## src/rtl/alu_pkg.sv

```systemverilog
// Shared opcodes, FSM encoding and the divide-by-zero fill value for the ALU
// command issuer and its testbench.
package alu_pkg;

  localparam logic [1:0] OP_ADD = 2'd0;
  localparam logic [1:0] OP_SUB = 2'd1;
  localparam logic [1:0] OP_MUL = 2'd2;
  localparam logic [1:0] OP_DIV = 2'd3;

  // Wide enough for any WIDTH; users slice the low WIDTH bits.
  localparam logic [63:0] DIV0_FILL = '1;

  typedef enum logic [1:0] {
    ST_IDLE  = 2'd0,
    ST_DRIVE = 2'd1,
    ST_RESP  = 2'd2
  } state_t;

  function automatic logic is_div0(input logic [1:0] op, input logic b_is_zero);
    return (op == OP_DIV) && b_is_zero;
  endfunction

endpackage

```

## src/rtl/alu_cmd_issuer_if.sv

```systemverilog
// Request, ALU drive and response signals of the ALU command issuer.
// Both channels use valid/ready: a transfer happens on every rising edge where
// VALID and READY are both high; a source holds VALID and payload until then.
interface alu_cmd_issuer_if #(
  parameter int WIDTH     = 8,
  parameter int CNT_WIDTH = 16
);
  import alu_pkg::*;

  logic                 REQ_VALID;
  logic                 REQ_READY;
  logic [1:0]           REQ_OP;
  logic [WIDTH-1:0]     REQ_A;
  logic [WIDTH-1:0]     REQ_B;
  logic [1:0]           ALU_OPERATION;
  logic [WIDTH-1:0]     ALU_OPERAND1;
  logic [WIDTH-1:0]     ALU_OPERAND2;
  logic [WIDTH-1:0]     ALU_RESULT;
  logic                 RSP_VALID;
  logic                 RSP_READY;
  logic [WIDTH-1:0]     RSP_DATA;
  logic                 RSP_DIV0;
  logic [1:0]           RSP_OP;
  logic                 BUSY;
  logic [CNT_WIDTH-1:0] OP_COUNT;
  state_t               DBG_STATE;

  // slave: the issuer itself; master: the sequencer plus the ALU beside it.
  modport slave (
    input  REQ_VALID, REQ_OP, REQ_A, REQ_B, ALU_RESULT, RSP_READY,
    output REQ_READY, ALU_OPERATION, ALU_OPERAND1, ALU_OPERAND2,
           RSP_VALID, RSP_DATA, RSP_DIV0, RSP_OP, BUSY, OP_COUNT, DBG_STATE
  );

  modport master (
    output REQ_VALID, REQ_OP, REQ_A, REQ_B, ALU_RESULT, RSP_READY,
    input  REQ_READY, ALU_OPERATION, ALU_OPERAND1, ALU_OPERAND2,
           RSP_VALID, RSP_DATA, RSP_DIV0, RSP_OP, BUSY, OP_COUNT, DBG_STATE
  );

endinterface

```

## src/rtl/alu_settle_timer.sv

```systemverilog
// Loadable down-counter that times how long the ALU inputs have been held.
// It stops at zero and flags it.
module alu_settle_timer #(
  parameter int CW = 4
) (
  input  logic          clk,
  input  logic          rst,
  input  logic          load,
  input  logic [CW-1:0] load_val,
  input  logic          en,
  output logic          zero
);

  logic [CW-1:0] cnt_q;

  always_ff @(posedge clk) begin
    if (rst) begin
      cnt_q <= '0;
    end else if (load) begin
      cnt_q <= load_val;
    end else if (en && (cnt_q != '0)) begin
      cnt_q <= cnt_q - CW'(1);
    end
  end

  assign zero = (cnt_q == '0);

endmodule

```

## src/rtl/alu_cmd_issuer.sv

```systemverilog
// Initiator for a combinational ALU: latches a request onto the ALU inputs,
// waits SETTLE_CYCLES, captures RESULT and offers it on the response channel.
module alu_cmd_issuer
  import alu_pkg::*;
#(
  parameter int WIDTH         = 8,
  parameter int SETTLE_CYCLES = 1,
  parameter int CNT_WIDTH     = 16
) (
  input logic              CLK,
  input logic              RST,
  alu_cmd_issuer_if.slave  bus
);

  localparam logic [3:0] SETTLE_LOAD = 4'(SETTLE_CYCLES - 1);

  state_t               state_q, state_d;
  logic                 accept, capture, rsp_hs, settle_zero;
  logic [1:0]           alu_op_q, rsp_op_q;
  logic [WIDTH-1:0]     a_q, b_q, rsp_data_q;
  logic                 div0_q, rsp_div0_q;
  logic [CNT_WIDTH-1:0] op_count_q;

  // Readiness is a pure function of state so REQ_READY never depends on REQ_VALID.
  assign accept  = (state_q == ST_IDLE) && bus.REQ_VALID;
  assign capture = (state_q == ST_DRIVE) && settle_zero;
  assign rsp_hs  = (state_q == ST_RESP) && bus.RSP_READY;

  always_ff @(posedge CLK) begin
    if (RST) state_q <= ST_IDLE;
    else     state_q <= state_d;
  end

  always_comb begin
    state_d = state_q;
    case (state_q)
      ST_IDLE:  if (accept)  state_d = ST_DRIVE;
      ST_DRIVE: if (capture) state_d = ST_RESP;
      ST_RESP:  if (rsp_hs)  state_d = ST_IDLE;
      default:               state_d = ST_IDLE;
    endcase
  end

  alu_settle_timer #(.CW(4)) u_timer (
    .clk      (CLK),
    .rst      (RST),
    .load     (accept),
    .load_val (SETTLE_LOAD),
    .en       (state_q == ST_DRIVE),
    .zero     (settle_zero)
  );

  always_ff @(posedge CLK) begin
    if (RST) begin
      alu_op_q   <= '0;
      a_q        <= '0;
      b_q        <= '0;
      rsp_op_q   <= '0;
      div0_q     <= 1'b0;
      rsp_data_q <= '0;
      rsp_div0_q <= 1'b0;
      op_count_q <= '0;
    end else begin
      if (accept) begin
        alu_op_q <= bus.REQ_OP;
        a_q      <= bus.REQ_A;
        b_q      <= bus.REQ_B;
        rsp_op_q <= bus.REQ_OP;
        div0_q   <= is_div0(bus.REQ_OP, bus.REQ_B == '0);
      end
      // Divide-by-zero overrides whatever the ALU produced.
      if (capture) begin
        rsp_data_q <= div0_q ? DIV0_FILL[WIDTH-1:0] : bus.ALU_RESULT;
        rsp_div0_q <= div0_q;
      end
      if (rsp_hs) op_count_q <= op_count_q + CNT_WIDTH'(1);
    end
  end

  assign bus.REQ_READY     = (state_q == ST_IDLE);
  assign bus.RSP_VALID     = (state_q == ST_RESP);
  assign bus.BUSY          = (state_q != ST_IDLE);
  assign bus.ALU_OPERATION = alu_op_q;
  assign bus.ALU_OPERAND1  = a_q;
  assign bus.ALU_OPERAND2  = b_q;
  assign bus.RSP_DATA      = rsp_data_q;
  assign bus.RSP_DIV0      = rsp_div0_q;
  assign bus.RSP_OP        = rsp_op_q;
  assign bus.OP_COUNT      = op_count_q;
  assign bus.DBG_STATE     = state_q;

endmodule

```

## src/flat_wrapper.sv

```systemverilog
// flat-port wrapper written by rule: the top's interface ports become plain ports
module alu_cmd_issuer_flat import alu_pkg::*;
#(
  parameter int WIDTH         = 8,
  parameter int SETTLE_CYCLES = 1,
  parameter int CNT_WIDTH     = 16
)
  (CLK, RST, bus_REQ_VALID, bus_REQ_OP, bus_REQ_A, bus_REQ_B, bus_ALU_RESULT, bus_RSP_READY, bus_REQ_READY, bus_ALU_OPERATION, bus_ALU_OPERAND1, bus_ALU_OPERAND2, bus_RSP_VALID, bus_RSP_DATA, bus_RSP_DIV0, bus_RSP_OP, bus_BUSY, bus_OP_COUNT, bus_DBG_STATE);
  alu_cmd_issuer_if #(.WIDTH(WIDTH), .CNT_WIDTH(CNT_WIDTH)) bus_i ();
  input logic CLK;
  input logic RST;
  input wire logic [$bits(bus_i.REQ_VALID)-1:0] bus_REQ_VALID;
  input wire logic [$bits(bus_i.REQ_OP)-1:0] bus_REQ_OP;
  input wire logic [$bits(bus_i.REQ_A)-1:0] bus_REQ_A;
  input wire logic [$bits(bus_i.REQ_B)-1:0] bus_REQ_B;
  input wire logic [$bits(bus_i.ALU_RESULT)-1:0] bus_ALU_RESULT;
  input wire logic [$bits(bus_i.RSP_READY)-1:0] bus_RSP_READY;
  output wire logic [$bits(bus_i.REQ_READY)-1:0] bus_REQ_READY;
  output wire logic [$bits(bus_i.ALU_OPERATION)-1:0] bus_ALU_OPERATION;
  output wire logic [$bits(bus_i.ALU_OPERAND1)-1:0] bus_ALU_OPERAND1;
  output wire logic [$bits(bus_i.ALU_OPERAND2)-1:0] bus_ALU_OPERAND2;
  output wire logic [$bits(bus_i.RSP_VALID)-1:0] bus_RSP_VALID;
  output wire logic [$bits(bus_i.RSP_DATA)-1:0] bus_RSP_DATA;
  output wire logic [$bits(bus_i.RSP_DIV0)-1:0] bus_RSP_DIV0;
  output wire logic [$bits(bus_i.RSP_OP)-1:0] bus_RSP_OP;
  output wire logic [$bits(bus_i.BUSY)-1:0] bus_BUSY;
  output wire logic [$bits(bus_i.OP_COUNT)-1:0] bus_OP_COUNT;
  output wire logic [$bits(bus_i.DBG_STATE)-1:0] bus_DBG_STATE;
  assign bus_i.REQ_VALID = bus_REQ_VALID;
  assign bus_i.REQ_OP = bus_REQ_OP;
  assign bus_i.REQ_A = bus_REQ_A;
  assign bus_i.REQ_B = bus_REQ_B;
  assign bus_i.ALU_RESULT = bus_ALU_RESULT;
  assign bus_i.RSP_READY = bus_RSP_READY;
  assign bus_REQ_READY = bus_i.REQ_READY;
  assign bus_ALU_OPERATION = bus_i.ALU_OPERATION;
  assign bus_ALU_OPERAND1 = bus_i.ALU_OPERAND1;
  assign bus_ALU_OPERAND2 = bus_i.ALU_OPERAND2;
  assign bus_RSP_VALID = bus_i.RSP_VALID;
  assign bus_RSP_DATA = bus_i.RSP_DATA;
  assign bus_RSP_DIV0 = bus_i.RSP_DIV0;
  assign bus_RSP_OP = bus_i.RSP_OP;
  assign bus_BUSY = bus_i.BUSY;
  assign bus_OP_COUNT = bus_i.OP_COUNT;
  assign bus_DBG_STATE = bus_i.DBG_STATE;
  alu_cmd_issuer #(.WIDTH(WIDTH), .SETTLE_CYCLES(SETTLE_CYCLES), .CNT_WIDTH(CNT_WIDTH)) u_core (.CLK(CLK), .RST(RST), .bus(bus_i));
endmodule
```

## config.mk

```make
export PLATFORM = sky130hd
export DESIGN_NAME = alu_cmd_issuer_flat
export DESIGN_NICKNAME = d
export VERILOG_FILES = /design/src/rtl/alu_pkg.sv /design/src/rtl/alu_cmd_issuer_if.sv /design/src/rtl/alu_settle_timer.sv /design/src/rtl/alu_cmd_issuer.sv /design/src/flat_wrapper.sv
export SDC_FILE = /design/constraint.sdc
export NUM_CORES = 1
export LEC_CHECK = 0
export ABC_AREA = 1
export BUFFER_PORTS_ARGS = -buffer_cell sky130_fd_sc_hd__buf_2
export CAP_MARGIN = 20
export CORE_MARGIN = 5
export CORE_UTILIZATION = 40
export DETAILED_ROUTE_END_ITERATION = 16
export HOLD_SLACK_MARGIN = 0.05
export PLACE_DENSITY = 0.75
export SYNTH_ARGS = -nofsm -noshare
export SYNTH_HDL_FRONTEND = slang
export SYNTH_HIERARCHICAL = 1
export SYNTH_SLANG_ARGS = --single-unit
export TNS_END_PERCENT = 5
```

## constraint.sdc

```tcl
create_clock -name CLK -period 1.85 [get_ports CLK]
set_input_delay 0 -clock CLK [delete_from_list [all_inputs] [get_ports CLK]]
set_output_delay 0 -clock CLK [all_outputs]
set_load 0.01 [all_outputs]
```

### Word-level counts from Yosys, hierarchy flattened

Cells that the tools add are included.

| storage, ports and cells | value |
|---|---|
| bits in writable memories | 0 |
| bits of input ports | 30 |
| logic and storage cells | 34 |
| memory bits (read-only) | 0 |
| output and inout port bits | 50 |
| bits in latches | 0 |
| register bits after elaboration | 50 |
| memories | 0 |

| cells by class | value |
|---|---|
| $add $sub $neg | 2 |
| bitwise logic cells | 0 |
| shift operators | 0 |
| eq/ne operators | 6 |
| $lt $le $gt $ge | 0 |
| div/mod/pow operators | 0 |
| reduce and logical (&&, ||, !) cells | 12 |
| multiply operators | 0 |
| mux-type cells | 5 |

Operators by type and width:

| kind | number |
|---|---|
| adder 16 x 1 -> 16 bit, second input constant | 1 |
| logical NOT 8 bit | 1 |
| 2-to-1 mux 8 bit | 1 |
| 2-to-1 mux 2 bit | 3 |
| != test 2 x 1 -> 1 bit, second input constant | 3 |
| one-hot mux 2 bit (3 select lines) | 1 |
| logical AND 1 bit | 5 |
| equality test 2 bit, second input constant | 2 |
| logical NOT 4 bit | 1 |
| nonzero test 4 bit | 1 |
| subtractor 4 x 1 -> 4 bit, second input constant | 1 |
| AND reduction 3 bit | 1 |
| equality test 2 x 1 -> 1 bit, second input constant | 1 |
| logical NOT 2 bit | 1 |
| nonzero test 2 bit | 1 |
| OR reduction 2 bit | 1 |

### Logic depth before layout (Yosys ltp)

| depth | value |
|---|---|
| depth after elaboration | 4 |
| gate-level depth with buffers | 10 |
| mapped depth without buffers | 9 |

### Modules after synthesis

Netlist, hierarchy kept.

By module, submodules not included:

| module | times used | sequential area each (sq um) | area each (sq um) | cells an instance |
|---|---|---|---|---|
| alu_cmd_issuer | 1 | 920.9 | 1925.6 | 277 |
| alu_settle_timer | 1 | 80.1 | 274.0 | 41 |

### Least setup slack after synthesis

No wires, ideal clock.

| path | value |
|---|---|
| path kind | register to register |
| from | register u_core.state_q[1], in the netlist u_core/bus.DBG_STATE[1] |
| to | register u_core.u_timer.cnt_q[3] |
| data arrival time | 1.390 ns |
| clock period less this slack | 1.505 ns |
| required time | 1.735 ns |
| slack | 0.345 ns |
| path buffers | 1 |
| setup time | 0.115 ns |
| cell stages (with the launch flop) | 9 |
| cell sequence | dfxtp_1 > nor2_2 > nand2_2 > inv_2 > buf_2 > inv_2 > or2_0 > nand3_1 > a21oi_2 |

| between the ends | value |
|---|---|
| cells in the longest elaborated chain, start to end | 3 |
| elaborated cells between the ends (all ways) | 5 |
| classes of those cells | eq/ne: 1; reduce/logical: 4 |

RTL lines:

| what | RTL line | text |
|---|---|---|
| start: declaration | alu_cmd_issuer.sv:17 | `state_t state_q, state_d;` |
| start signal: assignment | alu_cmd_issuer.sv:31 | `else state_q <= state_d;` |
| logical NOT 2 bit | n/a |  |
| net bus_REQ_READY | flat_wrapper.sv:18 | `output wire logic [$bits(bus_i.REQ_READY)-1:0] bus_REQ_READY;` |
| logical AND 1 bit | alu_cmd_issuer.sv:25 | `assign accept = (state_q == ST_IDLE) && bus.REQ_VALID;` |
| net u_core.accept | alu_cmd_issuer.sv:18 | `logic accept, capture, rsp_hs, settle_zero;` |
| OR reduction 2 bit (no line) | n/a |  |
| end signal: assignment | alu_settle_timer.sv:20 | `cnt_q <= load_val;` |
| end signal: assignment | alu_settle_timer.sv:22 | `cnt_q <= cnt_q - CW'(1);` |
| end: declaration | alu_settle_timer.sv:14 | `logic [CW-1:0] cnt_q;` |

The timed path passes the listed nets, and every way through them passes these cells.
A chain may end at the register's enable or synchronous reset.

### Worst setup path in the final report

| path | value |
|---|---|
| from | register u_core.u_timer.cnt_q[0] |
| to | register u_core.rsp_data_q[3], in the netlist u_core/bus.RSP_DATA[3] |

| between the ends | value |
|---|---|
| cells in the longest elaborated chain, start to end | 2 |

RTL lines:

| what | RTL line | text |
|---|---|---|
| logical NOT 4 bit | alu_settle_timer.sv:26 | `assign zero = (cnt_q == '0);` |
| net u_core.settle_zero | alu_cmd_issuer.sv:18 |  |
| logical AND 1 bit | alu_cmd_issuer.sv:26 | `assign capture = (state_q == ST_DRIVE) && settle_zero;` |
| end signal: assignment | alu_cmd_issuer.sv:73 | `rsp_data_q <= div0_q ? DIV0_FILL[WIDTH-1:0] : bus.ALU_RESULT;` |
| end: declaration | alu_cmd_issuer.sv:20 | `logic [WIDTH-1:0] a_q, b_q, rsp_data_q;` |

The timed path passes the listed nets, and every way through them passes these cells.

==> results summary <==
The post-layout total power came out at 2.59 mW. The placeable core region is 5440 sq um. After synthesis, the share of flip-flops with an asynchronous set or reset is 0.

Sorting the synthesized cells by area gives the leading types as dfxtp_1 46%, nor2_1 13%, nand2_1 9.0%. The source-to-sink clock delay at the later pin of the worst-skew pair is 0.30 ns. The number of sinks on the clock net is 50. The number of fill cells in the layout is 485. The post-DP HPWL is 3930 um. The number of endpoints with negative hold slack in the final report came to 0. The total detailed-routing wirelength is approximately 6000 um. In this run the tightest slew margin relative to its limit is 0.626. Counting every instance in the synthesized netlist gives ~320.

The maximum clock skew at final layout is 0.00801 ns. The most numerous cell on the critical path is inv_1. The number of global-route vias before repair came out at 2316. The share of post-route cells with drive strength above 1 came out at 0.244.

After detailed routing, the average wire length per cell comes to 12.2 um. CTS placed an instance of clkbuf_8 at the clock tree root. The count of antenna-violating nets left after detailed routing came out at 0. The remaining routing DRC violations came out at 0.

The number of port buffers came out at 79. The number of antenna violations at the first check in global routing is 0. The setup path with the least slack is of type flip-flop to flip-flop.

The full die area is about 7100 sq um. The total power divided by cell area came out at around 850 nW/um^2. Broken down by cell family, the worst path's largest delay share belongs to simple AND/OR/NAND/NOR gates. The upper clock frequency limit is 0.621 GHz. The net count of the finished layout is 458.

The worst setup path is launched from a flip-flop. TritonCTS built the clock tree. The most used flip-flop cell after synthesis is dfxtp_1. Setup repair after global routing left no endpoint under its margin.

The critical path arrival came out at 1.80 ns. In the routed layout, each cell is associated on average with a via count of 4.73. The total buffers and inverters traversed by the critical path is 3.

The worst hold margin is 0.143 ns. The total of warnings raised by yosys came out at 6. STA classifies the critical path endpoint as a flip-flop. Dividing the final minimum period by the clock period gives 0.870.

CTS built an H-tree with a depth of 2. The width of the die came out at 84.2 um. The number of flops mapped to enable cells by yosys came out at 0. For this run the aggregate overflow at the end of global routing stands at 0. The diode insertion count for antenna repair came out at 0. In this run the deepest clock path goes through 2 buffers. The area share of the largest cell type after synthesis is 0.455. The largest fanout on the critical path came out at 11. The slowest cell on the critical path is dfxtp_1. The initial standard-cell utilization of the core came out at 0.404. The worst-case IR drop observed on VDD is 468 uV. The flip-flop and latch count after synthesis came out at 50. The violation count after the first detailed-routing iteration came out at approximately 100.

The static power due to leakage came out at around 1.5 nW. The total number of vias is 2362. In the post-synthesis netlist, the cell with the most instances is nor2_1. The number of max-capacitance violations reported came out at 0.

The delay contributed by the slowest stage of the critical path is between 0.3 and 0.4 ns. The standard cell area after detailed placement is 2650 sq um. The count of final max-slew check failures is 0. At the pin with the least slew margin, the transition time is 0.560 ns. The first detailed-routing pass took 4 iterations.

The data required time at the worst endpoint is 2.04 ns. The maximum number of pins on one net before global-route repair is 38. The final setup TNS is 0 ns. Setup violations remaining at the end of the flow were counted as 0.

The post-cts resize count is 0. The final design area excluding fillers is 3040 sq um. The overall track demand over capacity in global routing is 0.177. The clock edge transition at the registers on the reported setup and hold paths is ~0.090 ns. The worst min-delay path class is input pin to flip-flop.

The number of different library cells in the post-synthesis netlist came out at 27. The signal on the critical path passes through inv_1, ha_1, nand3_2, inv_1, nand2_1, inv_2, o21ai_0, nor2_1. The sequential element share of the synthesized area is 0.455. The cell row count came out at 27. The count of placed standard cells in the final layout, fillers left out is 499.

The run finished with clean final reports. The global-route wire length before repair came out at 10400 um. Each instance of the synthesized netlist takes up on average just under 7 sq um. The cell area that synthesis handed to floorplanning was 2200 sq um.

The number of placed I/O pins came out at 80. The number of cells after detailed placement is 463. The number of clock buffers inserted by TritonCTS is 5. The cell taking the most area after synthesis is dfxtp_1. At the end of routability-driven placement, the weighted congestion stood at 0.792. The vertical die dimension came out at around 84 um.

The area growth from synthesis to final layout is 38.2%. The time the final worst path needs with I/O delays and setup is between 1.5 and 2 ns. Sorting the synthesized cells by how often they occur yields 79 x nor2_1, 53 x nand2_1, 50 x dfxtp_1.
==> kinds of logic after synthesis <==
kind of cell,count (synthesis),share of synthesized area
flip-flops,50,0.455
AO/OA/AOI/OAI,47,0.109
other,1,0.00170
XOR/XNOR,2,0.00797
adder cells (fa/ha/maj),2,0.0114
buffers and inverters,45,0.0865
AND/OR/NAND/NOR,171,0.328
==> layout make-up <==
class / count / area, sq um / share of cell area
well taps: 72 / 90.1 / 0.0296
clock buffers: 7 / 76.3 / 0.0251
flip-flops and latches: 50 / 1000 / 0.329
multi-input cells: 226 / 1020 / 0.335
clock inverters: 1 / 30.0 / 0.00988
inverters: 33 / 125 / 0.0412
repair buffers: 110 / 698 / 0.230
==> where the power goes <==
group | internal, mW | leakage [nW] | switching [mW]
sequential | 1.17 | 0.409 | 0.0589
combinational | 0.247 | 1.03 | 0.347
clock | 0.405 | 0.0524 | 0.358
total | 1.83 | 1.49 | 0.764
==> registers in the layout (all words and copies together), names as in the netlist <==
register and cells:
u_core/bus.OP_COUNT 16, u_core/bus.ALU_OPERAND1 8, u_core/bus.ALU_OPERAND2 8, u_core/bus.RSP_DATA 8, u_core/u_timer/cnt_q 4, u_core/bus.DBG_STATE 2
u_core/bus.RSP_OP 2, u_core/bus.RSP_DIV0 1, u_core/div0_q 1
==> metrics by stage <==
| stage | utilization | worst slack (ns) |
|---|---|---|
| 2_1_floorplan | - | 0.345 |
| 3_3_place_gp | 0.488 | 0.337 |
| 3_5_place_dp | 0.488 | 0.260 |
| 4_1_cts | 0.559 | 0.239 |
| 5_1_grt | 0.559 | 0.00189 |
| 6_report | 0.559 | 0.240 |
==> metal layers <==
metal,share of wire,track usage,up-vias
met5,0,0,-
met4,0.021,0.0673,0
met3,0.070,0.0491,8
met2,0.49,0.315,71
met1,0.42,0.201,1071
li1,-,-,1212
==> path summary, 6_finish.rpt <==
| kind | to | cells past startpoint | slack, ns | start |
|---|---|---|---|---|
| worst max-delay path | u_core/bus.RSP_DATA[3] | 8 | 0.24 | u_core/u_timer/cnt_q[0] |
| worst max register to register | u_core/bus.RSP_DATA[3] | 8 | 0.24 | u_core/u_timer/cnt_q[0] |
| worst min-delay path | u_core/bus.ALU_OPERAND1[0] | 5 | 0.14 | bus_REQ_VALID |
| worst min register to register | u_core/bus.RSP_DIV0 | 2 | 0.47 | u_core/bus.RSP_DIV0 |
==> cell usage in the layout (no fill, tap or decap), types with 2 or more instances in the layout <==
cell / instances
nand2_4: 2
dlygate4sd3_1: 28
nor2_2: 3
nor3_1: 10
clkbuf_1: 2
clkbuf_8: 5
conb_1: 4
ha_1: 2
inv_1: 25
xor2_1: 2
nand2_1: 53
dfxtp_1: 50
buf_2: 79
nand4_1: 4
o21ai_0: 22
nor2_1: 79
inv_2: 7
buf_4: 3
nand3_1: 16
a21oi_1: 14
o21ai_1: 9
==> repair_timing <==
action	CTS	global route
setup buffers	0	0
hold endpoints to repair	31	0
hold buffers	28	0
==> worst reg2reg max path: cells and delay by family (launching register included) <==
| family | cells | cell delay, ns |
|---|---|---|
| DFF | 1 | 0.35 |
| buffers and inverters | 3 | 0.27 |
| AOI/OAI and AO/OA | 1 | 0.19 |
| and+or+nand+nor | 3 | 0.46 |
| adders and majority gates | 1 | 0.23 |
No activity file was read; power rests on OpenSTA's default activity.
